### src/rtl/nts_api_arbiter.sv
// Two-requester round-robin arbiter that shares the 12-bit NTS register API.
// Define NTS_API_ARBITER_LOCK_EN to let a requester hold the grant across transactions.
module nts_api_arbiter #(
  parameter int API_READ_LATENCY = 1
) (
  input  logic        i_clk,
  input  logic        i_areset_n,
  input  logic        i_a_cs,
  input  logic        i_a_we,
  input  logic [11:0] i_a_address,
  input  logic [31:0] i_a_write_data,
  input  logic        i_a_lock,
  output logic        o_a_ack,
  output logic [31:0] o_a_read_data,
  input  logic        i_b_cs,
  input  logic        i_b_we,
  input  logic [11:0] i_b_address,
  input  logic [31:0] i_b_write_data,
  input  logic        i_b_lock,
  output logic        o_b_ack,
  output logic [31:0] o_b_read_data,
  output logic        o_api_cs,
  output logic        o_api_we,
  output logic [11:0] o_api_address,
  output logic [31:0] o_api_write_data,
  input  logic [31:0] i_api_read_data
);

  typedef enum logic [1:0] {IDLE, ISSUE, WAIT, ACK} state_t;

  localparam logic [3:0] LAT_M1 = 4'(API_READ_LATENCY - 1);

  state_t      state_reg, state_next;
  logic        grant_reg, grant_next;      // 0 = A, 1 = B
  logic        last_grant_reg;
  logic [3:0]  cnt_reg;
  logic        we_reg;
  logic [11:0] address_reg;
  logic [31:0] write_data_reg;
  logic [31:0] a_read_data_reg;
  logic [31:0] b_read_data_reg;
  logic        grant_valid;
  logic        grant_b;

`ifdef NTS_API_ARBITER_LOCK_EN
  logic owner_valid_reg;
  logic owner_reg;
  logic post_ack_reg;
  logic owner_cs;
  logic owner_lock;
  logic granted_lock;

  assign owner_cs     = owner_reg ? i_b_cs : i_a_cs;
  assign owner_lock   = owner_reg ? i_b_lock : i_a_lock;
  assign granted_lock = grant_reg ? i_b_lock : i_a_lock;
`else
  logic unused_lock;
  assign unused_lock = i_a_lock ^ i_b_lock;
`endif

  always_comb begin
    grant_valid = i_a_cs | i_b_cs;
    grant_b     = i_b_cs & (~i_a_cs | ~last_grant_reg);
`ifdef NTS_API_ARBITER_LOCK_EN
    // The owner must drop cs for one cycle after its ack, so that first IDLE
    // cycle keeps the grant reserved instead of counting as a release.
    if (owner_valid_reg && (post_ack_reg || owner_cs)) begin
      grant_valid = ~post_ack_reg;
      grant_b     = owner_reg;
    end
`endif
  end

  always_ff @(posedge i_clk or negedge i_areset_n) begin
    if (!i_areset_n) begin
      state_reg <= IDLE;
      grant_reg <= 1'b0;
    end else begin
      state_reg <= state_next;
      grant_reg <= grant_next;
    end
  end

  always_comb begin
    state_next = state_reg;
    grant_next = grant_reg;
    case (state_reg)
      IDLE: begin
        if (grant_valid) begin
          grant_next = grant_b;
          state_next = ISSUE;
        end
      end
      ISSUE:   state_next = WAIT;
      WAIT:    if (cnt_reg == 4'd0) state_next = ACK;
      ACK:     state_next = IDLE;
      default: state_next = IDLE;
    endcase
  end

  always_ff @(posedge i_clk or negedge i_areset_n) begin
    if (!i_areset_n) begin
      last_grant_reg  <= 1'b1;
      cnt_reg         <= 4'd0;
      we_reg          <= 1'b0;
      address_reg     <= 12'd0;
      write_data_reg  <= 32'd0;
      a_read_data_reg <= 32'd0;
      b_read_data_reg <= 32'd0;
    end else begin
      case (state_reg)
        IDLE: begin
          if (grant_valid) begin
            we_reg         <= grant_b ? i_b_we         : i_a_we;
            address_reg    <= grant_b ? i_b_address    : i_a_address;
            write_data_reg <= grant_b ? i_b_write_data : i_a_write_data;
          end
        end
        ISSUE: cnt_reg <= LAT_M1;
        WAIT: begin
          if (cnt_reg == 4'd0) begin
            if (!we_reg) begin
              if (grant_reg) b_read_data_reg <= i_api_read_data;
              else           a_read_data_reg <= i_api_read_data;
            end
          end else begin
            cnt_reg <= cnt_reg - 4'd1;
          end
        end
        ACK:     last_grant_reg <= grant_reg;
        default: ;
      endcase
    end
  end

`ifdef NTS_API_ARBITER_LOCK_EN
  always_ff @(posedge i_clk or negedge i_areset_n) begin
    if (!i_areset_n) begin
      owner_valid_reg <= 1'b0;
      owner_reg       <= 1'b0;
      post_ack_reg    <= 1'b0;
    end else begin
      if (state_reg == ACK) begin
        owner_valid_reg <= granted_lock;
        owner_reg       <= grant_reg;
        post_ack_reg    <= 1'b1;
      end else if (state_reg == IDLE) begin
        post_ack_reg <= 1'b0;
        if (owner_valid_reg && !post_ack_reg && !(owner_cs && owner_lock))
          owner_valid_reg <= 1'b0;
      end
    end
  end
`endif

  assign o_api_cs         = (state_reg == ISSUE);
  assign o_api_we         = (state_reg == ISSUE) & we_reg;
  assign o_api_address    = address_reg;
  assign o_api_write_data = write_data_reg;
  assign o_a_ack          = (state_reg == ACK) & ~grant_reg;
  assign o_b_ack          = (state_reg == ACK) & grant_reg;
  assign o_a_read_data    = a_read_data_reg;
  assign o_b_read_data    = b_read_data_reg;

endmodule

### config.mk
export PLATFORM = sky130hd
export DESIGN_NAME = nts_api_arbiter
export DESIGN_NICKNAME = d
export VERILOG_FILES = /design/src/rtl/nts_api_arbiter.sv
export SDC_FILE = /design/constraint.sdc
export NUM_CORES = 1
export LEC_CHECK = 0
export BUFFER_PORTS_ARGS = -buffer_cell sky130_fd_sc_hd__buf_4
export CAP_MARGIN = 20
export CORE_MARGIN = 4
export CORE_UTILIZATION = 50
export CTS_CLUSTER_DIAMETER = 60
export DETAILED_ROUTE_END_ITERATION = 10
export MAX_ROUTING_LAYER = met4
export PLACE_DENSITY = 0.85
export SETUP_SLACK_MARGIN = 0.15
export SYNTH_ARGS = -nofsm -noshare
export SYNTH_HDL_FRONTEND = slang
export SYNTH_SLANG_ARGS = --single-unit
export TNS_END_PERCENT = 50
### constraint.sdc
create_clock -name i_clk -period 3 [get_ports i_clk]
set_input_delay 0.9 -clock i_clk [delete_from_list [all_inputs] [get_ports i_clk]]
set_output_delay 0.9 -clock i_clk [all_outputs]
set_load 0.03 [all_outputs]
==> flow_summary.json <==
{
  "outcome": "complete, no violations",
  "fin_crit_sh_pct": 81.3,
  "sw_frac_of_total_pct": 40.9,
  "post_drt_wl_per_cell_um": 17.8,
  "yosys_warnings": 0,
  "tns_ns": 0,
  "totalPowerFinal_w": 0.00971,
  "powerDensity_mw_per_mm2": 1270,
  "core_mm2": 0.00991,
  "cts_root_buf": "clkbuf_8",
  "ioPinCount": 240,
  "use_met2_pct": 39.9,
  "synth_commonest_cells": "dfrtp_1, mux2_4, nand2_1, mux2i_1, o21ai_0",
  "clk_path_buf_depth": 2,
  "ys_top_cells_by_area": "dfrtp_1, mux2_4, mux2i_1, o21ai_0, nand2_1",
  "wirelength_um": 13500,
  "hold_viol": 0,
  "row_count": 36,
  "ant_nets": 0,
  "synth_area_per_cell_um2": 13.9,
  "groute.usage.overall_pct": 23.6,
  "r2r.worst_path.cells": 5,
  "dr.pass1.iters": 4,
  "synth-seq-area-share_pct": 56.5,
  "h-tree-depth": 4,
  "synth_most_common_cell": "dfrtp_1",
  "grt_pass1_vias": 4095,
  "viasPerCell": 5.01,
  "ys_ff_latch": 117,
  "p_switching_w": 0.00398,
  "grt_pass1_wl_um": 20800,
  "gr-usage-met3_pct": 6.52,
  "cap_violations": 0,
  "drive_above_1_share_pct": 55.1,
  "skew_ns": 0.00810,
  "hpwl_um": 10100,
  "vias": 3804,
  "die_area_mm2": 0.0121,
  "grt-ovfl-total": 0,
  "ir_worst_vdd_mv": 0.616,
  "fmax_ghz": 0.410,
  "synthFlopType": "dfrtp_1",
  "finalSetupViolCount": 0,
  "drt_iter0_markers": 107,
  "synth_top_area_cell": "dfrtp_1",
  "cpLargestDelayFamily": "flip-flops",
  "power_frac_seq_pct": 29.6,
  "ctsResizeCount": 0,
  "async_flop_share_pct": 100,
  "p_comb_share_pct": 50.1,
  "route.detailed.drc": 0,
  "crit_path_cell_trace": "inv_1 -> ha_1 -> and2_1 -> buf_4",
  "relSlewSlack_pct": 54.5,
  "nets": 747,
  "hp-class": "primary input to async pin",
  "cts.clk_slew.worst_paths_ns": 0.06,
  "rsz0062_at_grt": "false",
  "clock-sinks": 117,
  "grt_use_met1_pct": 26.5,
  "power.leakage_nw": 4.01,
  "hold_buffers": 0,
  "critical_path.endpoint_type": "output pin",
  "worst_path_max_delay_cell": "dfrtp_1",
  "post_cts_buffers": 0,
  "tightest_slew_ns": 0.682,
  "syn_nets": 508,
  "crit_cells": 4,
  "fp.dieH_um": 110,
  "p_clk_share_pct": 20.4,
  "dieWidth_um": 110,
  "path_class": "flop to output pin",
  "antenna_found_initial": 0,
  "grt_max_degree": 94,
  "syn_to_final_growth_pct": 47.6,
  "cp_slowest_stage_delay_ns": 0.39,
  "slew_violations": 0,
  "crit_fanout": 4,
  "syn_inst": 374,
  "start_util_pct": 52.3,
  "synth_top_area_share_pct": 56.0,
  "synth_edf_count": 0,
  "cp_num_buf_inv": 2,
  "gp_congestion": 0.778,
  "num_antenna_cells": 0,
  "worst_setup_path_start_kind": "flop",
  "numCtsBuffers": 17,
  "busiest_layer": "met2",
  "clkLatencyLatePin_ns": 0.51,
  "port_buffers": 237,
  "period_needed_ns": 2.44,
  "cts_tree": "built",
  "worstPathArrival_ns": 1.54,
  "netlist_area_mm2": 0.00518,
  "p_int_w": 0.00574,
  "synth_cell_types": 29,
  "cp.required_ns": 2.10
}
## cell type report
type                    instances  area, um^2
flip-flops and latches        117        2930
fillers                       630        2260
multi-input cells             233        2110
repair buffers                240        1840
clock buffers                  19         442
well taps                     133         166
clock inverters                13         148
inverters                       4        15.0
## cells in the final DEF, fill, tap and decap left out, types with 2 or more instances in the layout
master and n:
mux2_4 60, nand2_1 50, clkinvlp_4 4, clkinv_4 2, bufinv_16 2, inv_6 4, clkbuf_8 3, o21ai_0 45
and2_1 2, clkbuf_16 16, buf_12 3, mux2_2 6, ha_1 6, dfrtp_1 116, buf_4 237, inv_1 4
mux2i_1 48
## power by group through the flow
stage / logic (W) / clock network [W] / registers, W
final: 0.00486 / 0.00198 / 0.00287
after global routing: 0.00514 / 0.00208 / 0.00296
after CTS: 0.00492 / 0.00201 / 0.00287
after detailed placement: 0.00489 / 0 / 0.00287
after global placement: 0.00478 / 0 / 0.00280
after floorplan: 0.00169 / 0 / 0.00424
## path summary, 6_finish.rpt
kind,from,to,slack [ns]
min reg2reg,o_api_write_data[22],o_api_write_data[22],0.48
max,state_reg[1],o_api_we,0.56
min,i_areset_n,o_a_read_data[9],0.30
max in group asynchronous,i_areset_n,last_grant_reg,1.92
max reg2reg,state_reg[0],o_a_read_data[11],0.70
min in group i_clk,o_api_write_data[22],o_api_write_data[22],0.48
## layer usage
| layer | wire, um | vias up |
|---|---|---|
| met3 | 985 | 21 |
| met5 | 0 | - |
| met1 | 5210 | 1820 |
| met2 | 7020 | 184 |
| met4 | 297 | 0 |
| li1 | - | 1779 |
## kinds of logic (layout without fill, tap and decap cells)
| family | after synthesis | after routing | synth area share [%] |
|---|---|---|---|
| DFF | 117 | 117 | 56.5 |
| muxes | 114 | 114 | 28.0 |
| and+or+nand+nor | 62 | 62 | 5.60 |
| AOI/OAI and AO/OA | 51 | 51 | 5.24 |
| buffers and inverters | 24 | 276 | 3.19 |
| adders and majority gates | 6 | 6 | 1.45 |
## worst register-to-register path, stage by stage (launching register included)
cell and delay (ns):
dfrtp_1 0.41, inv_1 0.12, ha_1 0.29, and3b_2 0.30, nand3b_4 0.52, mux2_4 0.54
## stage by stage
step,util (%),setup slack [ns],instance area [um^2],cells,hold slack (ns)
2_1_floorplan,-,0.918,5180,374,0.464
3_3_place_gp,71.2,0.761,7060,727,0.465
3_5_place_dp,71.2,0.690,7060,727,0.472
4_1_cts,77.2,0.526,7650,759,0.286
5_1_grt,77.2,0.482,7650,759,0.308
6_report,77.2,0.560,7650,759,0.297
Note: power is estimated with default switching activity, not from simulation.
